--- src/rtl/imem_loader_pkg.sv ---
// Shared types and stream-format constants for the boot-time IMEM loader.
// Pure declarations: no latency, no flow control.
package imem_loader_pkg;

  typedef enum logic [2:0] {
    HDR_PC  = 3'd0,
    HDR_CNT = 3'd1,
    DATA    = 3'd2,
    LOAD    = 3'd3,
    DONE    = 3'd4,
    ERR     = 3'd5
  } state_t;

  localparam int PC_BYTES   = 4;
  localparam int CNT_BYTES  = 2;
  localparam int WORD_BYTES = 4;

endpackage

--- src/rtl/imem_loader_byte_assembler.sv ---
// Big-endian byte shifter: flags the 4th byte (2nd in count mode) combinationally with the
// full assembled value; state updates only on shift, so the caller owns all backpressure.
module imem_loader_byte_assembler
  import imem_loader_pkg::*;
(
  input  logic        clk,
  input  logic        rst,
  input  logic        clear,
  input  logic        shift,
  input  logic        cnt_mode,
  input  logic [7:0]  in_byte,
  output logic [31:0] assembled,
  output logic        last
);

  logic [31:0] word_q;
  logic [1:0]  cnt;
  logic [1:0]  target;

  // The value presented includes the byte being accepted this cycle.
  assign assembled = {word_q[23:0], in_byte};
  assign target    = cnt_mode ? 2'(CNT_BYTES - 1) : 2'(PC_BYTES - 1);
  assign last      = shift && (cnt == target);

  always_ff @(posedge clk) begin
    if (rst || clear) begin
      word_q <= '0;
      cnt    <= '0;
    end else if (shift) begin
      word_q <= assembled;
      cnt    <= last ? 2'd0 : cnt + 2'd1;
    end
  end

endmodule

--- src/rtl/imem_loader.sv ---
// Boot loader: parses PC/count header, writes words to IMEM 1 cycle after each last byte,
// then pulses SYS_load and releases cpu_hold; in_ready drops outside header/data phases.
module imem_loader
  import imem_loader_pkg::*;
#(
  parameter logic [31:0] IMEM_BASE = 32'h0000_0000,
  parameter int          MAX_WORDS = 64
) (
  input  logic        SYS_clk,
  input  logic        SYS_reset,
  input  logic [7:0]  in_byte,
  input  logic        in_valid,
  output logic        in_ready,
  input  logic        rearm,
  output logic        imem_we,
  output logic [31:0] imem_addr,
  output logic [31:0] imem_wdata,
  output logic        SYS_load,
  output logic [31:0] SYS_pc_val,
  output logic        cpu_hold,
  output logic        done,
  output logic        err
);

  localparam int IDX_W = $clog2(MAX_WORDS + 1);

  state_t             state;
  logic [IDX_W-1:0]   widx;
  logic [IDX_W-1:0]   cnt_n;
  logic               last_wr;
  logic [31:0]        asm_word;
  logic               asm_last;
  logic               asm_shift;
  logic               asm_clear;

  assign in_ready  = (state == HDR_PC || state == HDR_CNT || state == DATA) && !SYS_reset;
  // During the final write cycle the stream is complete; a byte taken then is discarded.
  assign asm_shift = in_valid && in_ready && !(state == DATA && last_wr);
  assign asm_clear = (state == DONE) && rearm;

  imem_loader_byte_assembler u_asm (
    .clk       (SYS_clk),
    .rst       (SYS_reset),
    .clear     (asm_clear),
    .shift     (asm_shift),
    .cnt_mode  (state == HDR_CNT),
    .in_byte   (in_byte),
    .assembled (asm_word),
    .last      (asm_last)
  );

  always_ff @(posedge SYS_clk) begin
    if (SYS_reset) begin
      state      <= HDR_PC;
      widx       <= '0;
      cnt_n      <= '0;
      last_wr    <= 1'b0;
      imem_we    <= 1'b0;
      imem_addr  <= IMEM_BASE;
      imem_wdata <= '0;
      SYS_load   <= 1'b0;
      SYS_pc_val <= '0;
      cpu_hold   <= 1'b1;
      done       <= 1'b0;
      err        <= 1'b0;
    end else begin
      imem_we  <= 1'b0;
      SYS_load <= 1'b0;
      case (state)
        HDR_PC: begin
          if (asm_last) begin
            if (asm_word[1:0] != 2'b00) begin
              state <= ERR;
              err   <= 1'b1;
            end else begin
              SYS_pc_val <= asm_word;
              state      <= HDR_CNT;
            end
          end
        end
        HDR_CNT: begin
          if (asm_last) begin
            if (asm_word[15:0] == 16'd0) begin
              state    <= LOAD;
              SYS_load <= 1'b1;
            end else if (asm_word[15:0] > 16'(MAX_WORDS)) begin
              state <= ERR;
              err   <= 1'b1;
            end else begin
              cnt_n <= asm_word[IDX_W-1:0];
              state <= DATA;
            end
          end
        end
        DATA: begin
          if (last_wr) begin
            last_wr  <= 1'b0;
            state    <= LOAD;
            SYS_load <= 1'b1;
          end else if (asm_last) begin
            imem_we    <= 1'b1;
            imem_wdata <= asm_word;
            imem_addr  <= IMEM_BASE + 32'(widx) * 32'(WORD_BYTES);
            widx       <= widx + IDX_W'(1);
            if (widx + IDX_W'(1) == cnt_n) last_wr <= 1'b1;
          end
        end
        LOAD: begin
          state    <= DONE;
          cpu_hold <= 1'b0;
          done     <= 1'b1;
        end
        DONE: begin
          if (rearm) begin
            state    <= HDR_PC;
            cpu_hold <= 1'b1;
            done     <= 1'b0;
            widx     <= '0;
            cnt_n    <= '0;
          end
        end
        ERR: ;
        default: state <= ERR;
      endcase
    end
  end

endmodule

--- config.mk ---
export PLATFORM = sky130hd
export DESIGN_NAME = imem_loader
export DESIGN_NICKNAME = d
export VERILOG_FILES = /design/src/rtl/imem_loader_pkg.sv /design/src/rtl/imem_loader_byte_assembler.sv /design/src/rtl/imem_loader.sv
export SDC_FILE = /design/constraint.sdc
export NUM_CORES = 1
export LEC_CHECK = 0
export CAP_MARGIN = 20
export CELL_PAD_IN_SITES_DETAIL_PLACEMENT = 1
export CELL_PAD_IN_SITES_GLOBAL_PLACEMENT = 2
export CORE_AREA = 3 3 143 145
export CTS_CLUSTER_SIZE = 20
export DETAILED_ROUTE_END_ITERATION = 7
export DIE_AREA = 0 0 146 148
export PLACE_DENSITY_LB_ADDON = 0.1
export SLEW_MARGIN = 15
export SYNTH_ARGS = -nofsm -noshare
export SYNTH_HDL_FRONTEND = slang
export SYNTH_HIERARCHICAL = 1
export SYNTH_SLANG_ARGS = --single-unit
--- constraint.sdc ---
create_clock -name SYS_clk -period 2.5 [get_ports SYS_clk]
set_input_delay 0.25 -clock SYS_clk [delete_from_list [all_inputs] [get_ports SYS_clk]]
set_output_delay 0.25 -clock SYS_clk [all_outputs]
set_load 0.005 [all_outputs]
; Word level (Yosys, flattened, before mapping)
; Index checks and enable logic that the tools add are counted.
[word_totals]
mem_count = 0
mem_bits_rw = 0
latchBits = 0
out_inout_bits = 102
reg_bits = 120
rom_bits = 0
word_cells = 100
input_bits = 12
[op_classes]
n_mux = 36
shifts = 0
add_sub_neg = 2
n_reduce_logical = 26
bitwise = 4
div_mod_pow = 0
n_lt_le_gt_ge = 1
n_eq_ne = 17
multipliers = 0
[ops]
columns = cell, n
row1 = two-way mux 7 bit, 6
row2 = one-hot mux 7 bit (2 select lines), 2
row3 = two-way mux 3 bit, 7
row4 = one-hot mux 3 bit (6 select lines), 1
row5 = greater-than comparator 16 x 7 -> 1 bit (second input constant), 1
row6 = zero test 16 bit, 1
row7 = two-way mux 1 bit, 14
row8 = != test 2 bit (second input constant), 7
row9 = AND reduction 5 bit, 2
row10 = nonzero test 2 bit, 5
row11 = one-hot mux 1 bit (2 select lines), 4
row12 = adder 7 x 1 -> 7 bit (second input constant), 1
row13 = == test 7 bit, 1
row14 = == test 3 x 2 -> 1 bit (second input constant), 2
row15 = == test 3 bit (second input constant), 2
row16 = logical AND 1 bit, 6
row17 = != test 2 x 1 -> 1 bit (second input constant), 3
row18 = AND reduction 3 bit, 2
row19 = AND reduction 6 bit, 1
row20 = two-way mux 2 bit, 2
row21 = inverter 1 bit, 4
row22 = AND reduction 4 bit, 1
row23 = == test 3 x 1 -> 1 bit (second input constant), 1
row24 = zero test 3 bit, 1
row25 = 6 further kinds, 9

; Depth between registers and ports, before layout
[depth]
ltp_word = 10
depth_mapped = 14
mapped_depth_nobuf = 8

; Modules after synthesis
; Netlist, hierarchy kept.
[modules_own_cells]
columns = module, instances, cells_per_inst, seq_area_each_um2, area_per_inst_um2
row1 = imem_loader, 1, 490, 1881.8, 3928.8
row2 = imem_loader_byte_assembler, 1, 96, 520.5, 1048.5

; Least setup slack after synthesis
; OpenSTA, ideal clock, no wires.
[synth_timing]
path_kind = register to register
startpoint = reg state[1]
endpoint = reg widx[0]
slack_ps = -165
stages_incl_launch_ff = 15
t_required_ps = 2372
synth_period_minus_slack_ps = 2665
path_buffers = 6
setup_ps = 128
arrival_ps = 2537
cell_sequence = dfxtp_1 > clkbuf_1 > clkbuf_1 > o21ai_0 > and3_1 > buf_6 > buf_6 > and3_1 > nand2b_4 > or3_1 > buf_2 > clkbuf_1 > nor2_1 > a21oi_1 > nor2_1
[synth_via]
elab_chain_cells = 9
elab_cells_between_ends = 20
classes_between = 7 x eq/ne / 2 x mux / 11 x reduce/logical
[synth_rtl]
columns = element, line
row1 = start: declaration, imem_loader.sv:27  ; state_t state;
row2 = start signal: assignment, imem_loader.sv:54  ; state <= HDR_PC;
row3 = start signal: assignment, imem_loader.sv:73  ; state <= ERR;
row4 = start signal: assignment, imem_loader.sv:77  ; state <= HDR_CNT;
row5 = == test 3 x 1 -> 1 bit or zero test 3 bit (tied branches), imem_loader.sv:36  ; assign in_ready = (state == HDR_PC || state == HDR_CNT || state == DATA) && !SYS_reset;
row6 = logical OR 1 bit (2 in a row), imem_loader.sv:36
row7 = logical AND 1 bit, imem_loader.sv:36
row8 = logical AND 1 bit, imem_loader.sv:38  ; assign asm_shift = in_valid && in_ready && !(state == DATA && last_wr);
row9 = logical AND 1 bit *, imem_loader.sv:38
row10 = net asm_shift, imem_loader.sv:33  ; logic asm_shift;
row11 = logical AND 1 bit *, imem_loader_byte_assembler.sv:23  ; assign last = shift && (cnt == target);
row12 = net asm_last, imem_loader.sv:32  ; logic asm_last;
row13 = != test 2 x 1 -> 1 bit (no source line) *, -
row14 = AND reduction 4 bit (no source line) *, -
row15 = end signal: assignment, imem_loader.sv:104  ; widx <= widx + IDX_W'(1);
row16 = end: declaration, imem_loader.sv:28  ; logic [IDX_W-1:0] widx;
; Mark *: on every way through the listed nets, which the timed path passes. The rest lies on a longest branch.
; A chain may end at the register's enable or synchronous reset.

; Worst setup path in the final report
[layout_timing]
startpoint = reg state[1]
endpoint = reg SYS_pc_val[7]
[layout_via]
elab_chain_cells = 8
elab_cells_between_ends = 14
classes_between = 3 x eq/ne / 1 x mux / 10 x reduce/logical
[layout_rtl]
columns = element, line
row1 = == test 3 x 1 -> 1 bit or zero test 3 bit (tied branches), imem_loader.sv:36
row2 = logical OR 1 bit (2 in a row), imem_loader.sv:36
row3 = logical AND 1 bit, imem_loader.sv:36
row4 = logical AND 1 bit, imem_loader.sv:38
row5 = logical AND 1 bit *, imem_loader.sv:38
row6 = net asm_shift, imem_loader.sv:33
row7 = logical AND 1 bit *, imem_loader_byte_assembler.sv:23
row8 = net asm_last, imem_loader.sv:32
row9 = AND reduction 3 bit (no source line) *, -
row10 = end signal: assignment, imem_loader.sv:76  ; SYS_pc_val <= asm_word;
row11 = end: declaration, imem_loader.sv:19  ; output logic [31:0] SYS_pc_val,
; Marks and branches as above.

==> impl_metrics.json <==
{
  "antenna_found_initial": 1,
  "critPathMostFrequentCell": "buf_4",
  "grt_pass1_vias": 4570,
  "routabilityCongestion": 0.745,
  "hp-class": "primary input to flop",
  "dr.pass1.iters": 4,
  "wl_per_cell_um": 17.1,
  "synth_most_common_cell": "nand2_1",
  "synthFlopType": "dfxtp_1",
  "slew-limit-headroom_pct": 30.5,
  "drt-total-wl_mm": 16.4,
  "drv_slew": 0,
  "hold_viol_final": 0,
  "ant_nets": 0,
  "diodes": 0,
  "yosysSeqAreaShare_pct": 48.3,
  "tns_ns": 0,
  "placed_area_um2": 6100,
  "setup_violations": 0,
  "cts_tree": "built",
  "cpMaxStageDelayCell": "or4_1",
  "grt_pass1_wl_mm": 26.0,
  "power_mw": 4.85,
  "synth-edff-count": 0,
  "ioPinCount": 114,
  "numClockSinks": 120,
  "ys_top_cells_by_count": "nand2_1 (144), dfxtp_1 (120), a21oi_1 (82)",
  "io_buffer_count": 88,
  "slowest_delay_ns": 0.40,
  "async_reset_ff_share_pct": 0,
  "ys_ff_latch": 120,
  "critPathRequiredTime_ns": 2.75,
  "leakage_nw": 2.36,
  "cp.arrival_ns": 2.53,
  "drc_errors": 0,
  "rows": 51,
  "cp-startpoint": "state[1]",
  "syn2layout_area_growth_pct": 35.9,
  "cp_cell_sequence": "buf_4 > o21ai_0 > and3_1 > and3_4 > nand2b_4 > buf_4 > or4_1 > buf_4 > nand2_1 > a21oi_1",
  "die_y_um": 148,
  "rsz0062_at_grt": "no",
  "start_util_pct": 25.7,
  "drv_cap": 0,
  "hold_buffers": 0,
  "h-tree-depth": 4,
  "hpwl_mm": 11.1,
  "crit_buf_inv": 3,
  "p_per_area_nw_per_um2": 717,
  "synth_top_area_cell": "dfxtp_1",
  "drive_above_1_share_pct": 11.3,
  "layout_min_cycle_time_ns": 2.28,
  "numCtsBuffers": 17,
  "clock_latency_ns": 0.41,
  "grt_usage_pct": 15.5,
  "vias": 4248,
  "hp-start": "SYS_reset",
  "synth_cell_types": 56,
  "final_area_um2": 6770,
  "yosys_warnings": 6,
  "grt_overflow": 0,
  "worstMarginPinSlew_ns": 1.04,
  "cts_buffer_depth": 2,
  "crit_fanout": 30,
  "irDropWorstVdd_v": 0.000415,
  "crit_path_start_kind": "flop",
  "drtIter0Drc": 174,
  "grt_max_degree": 91,
  "die_w_um": 146,
  "synthTopCellsByArea": "dfxtp_1 (48%), nand2_1 (11%), a21oi_1 (8.2%)",
  "rr_startpoint": "state[1]",
  "netlist_area_um2": 4980,
  "die_area_um2": 21600,
  "fin_crit_sh_pct": 91.3,
  "clock_skew_ns": 0.00674,
  "crit_type": "flop to flop",
  "vias_per_cell": 4.45,
  "synth_top_area_share_pct": 48.3,
  "achievable-frequency_mhz": 438,
  "cts.clk_slew.worst_paths_ns": 0.06,
  "clock-root-buffer": "clkbuf_16",
  "avgSynthCellArea_um2": 8.49,
  "final_net_count": 689,
  "cp_top_family": "simple AND/OR/NAND/NOR gates",
  "synth_cells": 586,
  "cp-end-kind": "flop",
  "outcome": "finished, final reports clean",
  "core_um2": 19300
}
==> power breakdown <==
part           internal (mW)  switching (mW)
Sequential              1.93          0.0183
Clock                   1.81           0.936
Combinational         0.0582           0.102
==> routing by layer <==
layer | routed length (um) | global-route usage (%) | vias to the layer above
li1 | - | - | 2083
met1 | 7280 | 18.8 | 2088
met2 | 8410 | 27.4 | 63
met3 | 524 | 4.17 | 12
met4 | 133 | 3.57 | 2
met5 | 13 | 0 | -
==> worst paths after layout <==
| kind | depth (start not counted) | slack [ns] | endpoint |
|---|---|---|---|
| worst max-delay path | 10 | 0.22 | SYS_pc_val[7] |
| worst min-delay path | 3 | 0.16 | state[1] |
| worst max register to register | 10 | 0.22 | SYS_pc_val[7] |
| worst min register to register | 2 | 0.46 | imem_addr[3] |
==> cells by family after synthesis <==
logic type | Yosys count | synth area share (%)
AOI/OAI and AO/OA | 122 | 14.2
xor gates and xnor gates | 12 | 2.11
adders and majority gates | 1 | 0.251
buffers and inverters | 72 | 9.23
DFF | 120 | 48.3
muxes | 24 | 4.83
other | 1 | 0.0753
and+or+nand+nor | 234 | 21.0
==> metrics by stage <==
step	setup slack [ns]	hold WS (ns)	cells	util, %
final	0.218	0.156	954	35.0
after global routing	0.0221	0.178	954	35.0
after CTS	0.0761	0.141	954	34.9
after detailed placement	-0.0201	0.451	922	31.5
after global placement	-0.0446	0.446	922	31.5
after floorplan	0.00742	0.397	610	-
==> layout by cell type, fill, tap and decap left out, types with 7 or more instances in the layout <==
cell             instances
nor2_1                  40
clkdlybuf4s50_1         87
buf_4                   26
a21oi_1                 82
dfxtp_1                120
mux2i_1                 24
conb_1                  25
a22o_1                   7
o21ai_0                 14
nand2_1                144
xnor2_1                  7
clkbuf_16               17
==> worst reg2reg max path, delay by kind of cell, from the launching register on <==
family / cells / cell delay, ns
compound gates: 2 / 0.14
buf+inv: 3 / 0.60
flops: 1 / 0.33
simple gates: 5 / 1.05
==> state kept, by name, summed over array words and instances (netlist names) <==
register	cells
cnt_n	7
SYS_load	1
err	1
state	3
u_asm/cnt	2
SYS_pc_val	32
widx	7
cpu_hold	1
done	1
last_wr	1
u_asm/word_q	24
imem_addr	7
imem_we	1
imem_wdata	32
==> final cells by class <==
class | instances | area, um2
inverter | 2 | 7.51
fill | 2243 | 12600
multi-input combinational | 418 | 2230
clock inverter | 9 | 160
sequential | 120 | 2400
timing repair buffer | 117 | 1130
tap | 265 | 332
clock buffer | 23 | 498
==> repair_timing <==
action / CTS / global route
buffers inserted: 0 / 0
gates resized for setup: 0 / 2
endpoints found under the setup margin: 0 / 4
Note: power is estimated with default switching activity, not from simulation.
==> patch 1: new RTL, config.mk and constraints unchanged <==
Put one more register stage on the output `err`, cleared by the reset. The value now appears one clock later. The other outputs are not delayed to match.
--- a/src/rtl/imem_loader.sv
+++ b/src/rtl/imem_loader.sv
@@ -23,6 +23,8 @@
 );
 
   localparam int IDX_W = $clog2(MAX_WORDS + 1);
+
+  logic err_s0;
 
   state_t             state;
   logic [IDX_W-1:0]   widx;
@@ -62,7 +64,7 @@
       SYS_pc_val <= '0;
       cpu_hold   <= 1'b1;
       done       <= 1'b0;
-      err        <= 1'b0;
+      err_s0     <= 1'b0;
     end else begin
       imem_we  <= 1'b0;
       SYS_load <= 1'b0;
@@ -71,7 +73,7 @@
           if (asm_last) begin
             if (asm_word[1:0] != 2'b00) begin
               state <= ERR;
-              err   <= 1'b1;
+              err_s0 <= 1'b1;
             end else begin
               SYS_pc_val <= asm_word;
               state      <= HDR_CNT;
@@ -85,7 +87,7 @@
               SYS_load <= 1'b1;
             end else if (asm_word[15:0] > 16'(MAX_WORDS)) begin
               state <= ERR;
-              err   <= 1'b1;
+              err_s0 <= 1'b1;
             end else begin
               cnt_n <= asm_word[IDX_W-1:0];
               state <= DATA;
@@ -125,5 +127,13 @@
     end
   end
 
+  always_ff @(posedge SYS_clk) begin
+    if (SYS_reset) begin
+      err <= '0;
+    end else begin
+      err <= err_s0;
+    end
+  end
+
 endmodule
 
Check against the original RTL: not equivalent (a bounded check fails within 10 cycles, from zero or initial values and one cycle with SYS_reset high).
==> patch 1 against the unedited design <==
  * Count of clock-buffer cells in the layout is 2 lower
  * Die area is the same
  * Fmax fell by 6.3%
  * Design area is 3.3% higher
  * Power fell by 1.5%
  * Area after synthesis rose by 3.3%
  * Routed wire length is 2.3% higher
  * Clock skew fell by 0.00056 ns
  * Setup slack worse by 0.15 ns
  * Via count grew 7.0%
  * Sequential cell count increased by 1
  * Synthesized cell count increased by 4.9%
  * Critical path type unchanged
==> patch 1: results <==
group,metric,value,unit
place,dp.final_hpwl,11450,um
global_route,grt_use_total,15.61,%
worst_hold_path,timing.hold.worst.class,"input port to flop",
timing,timing.clock.skew,0.006177,ns
clock_network,clock_path_buffers,2,
logic_synthesis,synthTopCellsByCount,"148 x nand2_1, 121 x dfxtp_1, 79 x a21oi_1",
final_layout,top_regs,"SYS_pc_val (32), imem_wdata (32), u_asm/word_q (24)",
global_route,antenna_found_initial,0,
final_layout,nFillCells,2250,
place,gp_congestion,0.8175,
setup_path,worstPathMaxFanout,6,
logic_synthesis,synthTopCellsByArea,"dfxtp_1 47%, nand2_1 11%, a21oi_1 7.7%, buf_4 4.8%, mux2i_1 4.7%",
global_route,grt_start_max_net_pins,100,
logic_synthesis,synth.lib_cells_used.distinct,61,
logic_synthesis,synth-async-reset-ratio,0,%
global_route,grt_pass1_vias,4796,
logic_synthesis,synth_sequential_area_ratio,47.13,%
setup_path,worst-endpoint-arrival,2.77,ns
clock_network,htree_num_levels,4,
final_layout,final_nets,717,
detailed_routing,routedWlPerCell,17.05,um
setup_path,crit_slowest_cell,"or4_4",
global_route,grt_first_pass_wirelength,26650,um
timing,slew_headroom,48.87,%
setup_path,worst_path_largest_cell_delay,0.43,ns
logic_synthesis,yosysWarnings,6,
place,placed_cell_area,6274,um2
setup_path,r2r_path_start,"state[1]",
power,power.leakage,2.424,nW
place,numPortBuffers,88,
detailed_routing,dr.first_iter.drc_count,138,
detailed_routing,first_pass_iters,4,
outcome,run_status,"complete, no violations",
clock_network,clock_pin_slew_on_the_worst_setup_and_hold_paths,0.06,ns
power,peak_supply_drop,437.5,uV
worst_hold_path,hold_start,"SYS_reset",
final_layout,layout-drive-gt1-share,11.72,%
setup_path,worst_setup_path_startpoint,"state[1]",
detailed_routing,avgViaCountPerCell,4.630,
clock_network,cts_root_buffer,"clkbuf_16",
final_layout,antenna-diode-count,0,
clock_network,tritoncts_buffer_count,17,
logic_synthesis,synth-edff-count,0,
clock_network,insertion_delay,0.42,ns
[patch 1: changes by cell type in the layout (fill, tap and decap cells not counted), sizes merged, moves of 4 or more]
cell    unedited run  this run
nand2            144       148
clkinv             0         5
a22o               7         0
o211ai             2         6
o311ai             0         6
a21oi             83        79
nor3               3        11
buf               30        36
nand3b             2         7
[patch 1: worst max-delay path: cells and delay by family (launching register included)]
family | cells | cell delay (ns)
simple gates | 6 | 1.60
flops | 1 | 0.32
xor+xnor | 1 | 0.22
compound gates | 1 | 0.21
[patch 1: metrics by stage]
step                      std cells  worst slack [ns]
after global placement          947           0.09591
after floorplan                 639           -0.3144
after CTS                       979          0.007198
after global routing            982         0.0006659
final                           982           0.06414
after detailed placement        947           0.02526
[patch 1: layout make-up]
cell class | instances | area (um2) | share of cell area [%]
clock buffer | 21 | 460.4 | 6.586
clock inverter | 11 | 168.9 | 2.416
inverter | 4 | 15.01 | 0.2147
multi-input combinational | 437 | 2377 | 34.00
sequential | 121 | 2424 | 34.66
tap | 265 | 331.6 | 4.742
timing repair buffer | 123 | 1215 | 17.38
[patch 1: final timing paths]
kind         cells past startpoint        endpoint  slack [ns]
max                              8         last_wr        0.06
min                              3        state[1]        0.12
max reg2reg                      8         last_wr        0.06
min reg2reg                      2  imem_wdata[31]        0.45
[patch 1: logic make-up (layout without fill, tap and decap cells)]
kind of cell | Yosys count | count (layout) | share of synthesized area [%]
simple gates | 253 | 253 | 22.59
buf+inv | 81 | 159 | 9.445
xor+xnor | 9 | 9 | 1.533
other cells | 1 | 25 | 0.07296
flops | 121 | 121 | 47.13
compound gates | 125 | 125 | 14.31
fa+ha+maj | 1 | 1 | 0.2434
mux | 24 | 24 | 4.674
[patch 1: routing by layer]
metal,vias to the layer above,routed length [um],GRT usage [%]
li1,2209,-,-
met1,2221,8377,21.24
met2,101,7487,24.73
met3,16,653,3.311
met4,0,225,5.315
met5,-,0,0
[patch 1: timing repair]
item,4_1_cts,5_1_grt
setup buffers,0,2
endpoints found under the setup margin,0,45
gates resized for setup,0,10
[patch 1: power breakdown]
group	switching, mW	total, mW	internal (mW)
Combinational	0.108	0.174	0.0660
Clock	0.923	2.65	1.72
Sequential	0.0184	1.96	1.94
==> patch 2: new RTL, config.mk and constraints unchanged <==
Without the edit above. Change the parameter `MAX_WORDS` from 64 to 32.
--- a/src/rtl/imem_loader.sv
+++ b/src/rtl/imem_loader.sv
@@ -4,7 +4,7 @@
   import imem_loader_pkg::*;
 #(
   parameter logic [31:0] IMEM_BASE = 32'h0000_0000,
-  parameter int          MAX_WORDS = 64
+  parameter int          MAX_WORDS = 32
 ) (
   input  logic        SYS_clk,
   input  logic        SYS_reset,
Function: changed (a bounded check fails within 10 cycles, from zero or initial values and one cycle with SYS_reset high).
==> patch 2 against the unedited design <==
  * Routed wire length shrank 5.8%
  * Fmax grew 0.24%
  * Area after synthesis shrank 2.1%
  * Global-route usage shrank 0.81 points
  * Final cell count shrank 1.2%
  * Combinational power shrank 7%
  * Non-clock buffer count shrank 8
  * Design area shrank 2.7%
  * Setup slack gained 0.0055 ns
  * Power shrank 3.4%
  * Sequential cell count shrank 3
  * Clock skew is essentially flat
  * Largest cell class unchanged
==> patch 2: results <==
group,metric,value,unit
logic_synthesis,synth_compound_area_share,13.63,%
logic_synthesis,synth_sequential_area_ratio,48.06,%
detailed_routing,total_routed_wirelength,15410,um
global_route,antenna_found_initial,0,
place,gp_congestion,0.7968,
setup_path,r2r_path_start,"state[0]",
setup_path,worst_setup_path_endpoint,"SYS_pc_val[26]",
detailed_routing,first_pass_iters,4,
worst_hold_path,worst_hold_path.endpoint,"state[0]",
place,placed_cell_area,5942,um2
logic_synthesis,synth.lib_cells_used.distinct,55,
global_route,global_route_met3_usage,4.752,%
logic_synthesis,synth-xor-area-share,1.617,%
place,numPortBuffers,87,
final_layout,final_nets,679,
power,power.leakage,2.340,nW
global_route,grt_util_met2,22.82,%
global_route,grt_start_max_net_pins,84,
logic_synthesis,synthAdderAreaFrac,0.2567,%
logic_synthesis,synthTopCellsByArea,"dfxtp_1 48%, nand2_1 11%, a21oi_1 7.7%, buf_4 5.2%, mux2i_1 4.9%",
detailed_routing,avgViaCountPerCell,4.440,
global_route,global_routing_usage_on_met1,19.48,%
logic_synthesis,post_synth_mux_area_share,4.929,%
final_layout,layout-drive-gt1-share,9.145,%
outcome,run_status,"complete, no violations",
global_route,grt-ovfl-total,0,
global_route,grt_pass1_vias,4414,
power,peak_supply_drop,484.0,uV
setup_path,worstPathMaxFanout,30,
detailed_routing,dr.first_iter.drc_count,152,
timing,timing.clock.skew,0.006691,ns
timing,tightest_slew,0.8970,ns
worst_hold_path,timing.hold.worst_path_depth,4,
global_route,grt_first_pass_wirelength,24900,um
logic_synthesis,synthTopCellsByCount,"149 x nand2_1, 117 x dfxtp_1, 75 x a21oi_1",
setup_path,rr_worst_depth,9,
global_route,grt_use_total,14.67,%
place,dp.final_hpwl,10680,um
## patch 2: critical path: stages, from the launching register on
cell and delay (ns):
dfxtp_1 0.31, buf_4 0.18, o21ai_0 0.18, and4_1 0.24, and3_1 0.26, nor2b_1 0.29
and3_1 0.26, buf_12 0.20, nand2_1 0.07, a21oi_1 0.17
## patch 2: kinds of logic (layout without fill, tap and decap cells)
logic type,after synthesis,after routing
AOI/OAI and AO/OA,113,113
xor gates and xnor gates,9,9
adders and majority gates,1,1
buffers and inverters,80,153
DFF,117,117
muxes,24,24
other,1,26
and+or+nand+nor,235,235
## patch 2: per-layer routing
metal / routed length (um) / part of all wire, %
met2: 6874 / 45
met3: 763 / 5.0
met1: 7601 / 49
met5: 0 / 0
met4: 172 / 1.1
## patch 2: area by class of cell
cell class	instances	area (um2)
inverter	13	48.80
sequential	117	2342
tap	265	331.6
clock inverter	9	148.9
timing repair buffer	109	1081
multi-input combinational	408	2145
fill	2267	12750
clock buffer	22	484.2
## patch 2: timing repair
action | CTS | global route
gates resized for setup | 0 | 2
endpoints found under the setup margin | 0 | 5
hold endpoints to repair | 0 | 0
setup buffers | 0 | 0
## patch 2: report_power, final
| part | total (mW) | switching, mW | internal, mW |
|---|---|---|---|
| Clock | 2.64 | 0.878 | 1.76 |
| Combinational | 0.149 | 0.0951 | 0.0537 |
| Sequential | 1.90 | 0.0177 | 1.88 |
| Total | 4.69 | 0.991 | 3.69 |
## patch 2: stage by stage
step	total power, mW	setup WS [ns]	instances	hold WS [ns]	utilization (%)
floorplan	2.066	0.1015	605	0.3972	-
global placement	2.084	0.1328	912	0.4462	30.73
detailed placement	2.085	0.1108	912	0.4510	30.73
CTS	4.745	0.1378	943	0.2792	34.01
global route	4.865	0.01485	943	0.2971	34.04
finish	4.685	0.2231	943	0.3067	34.04
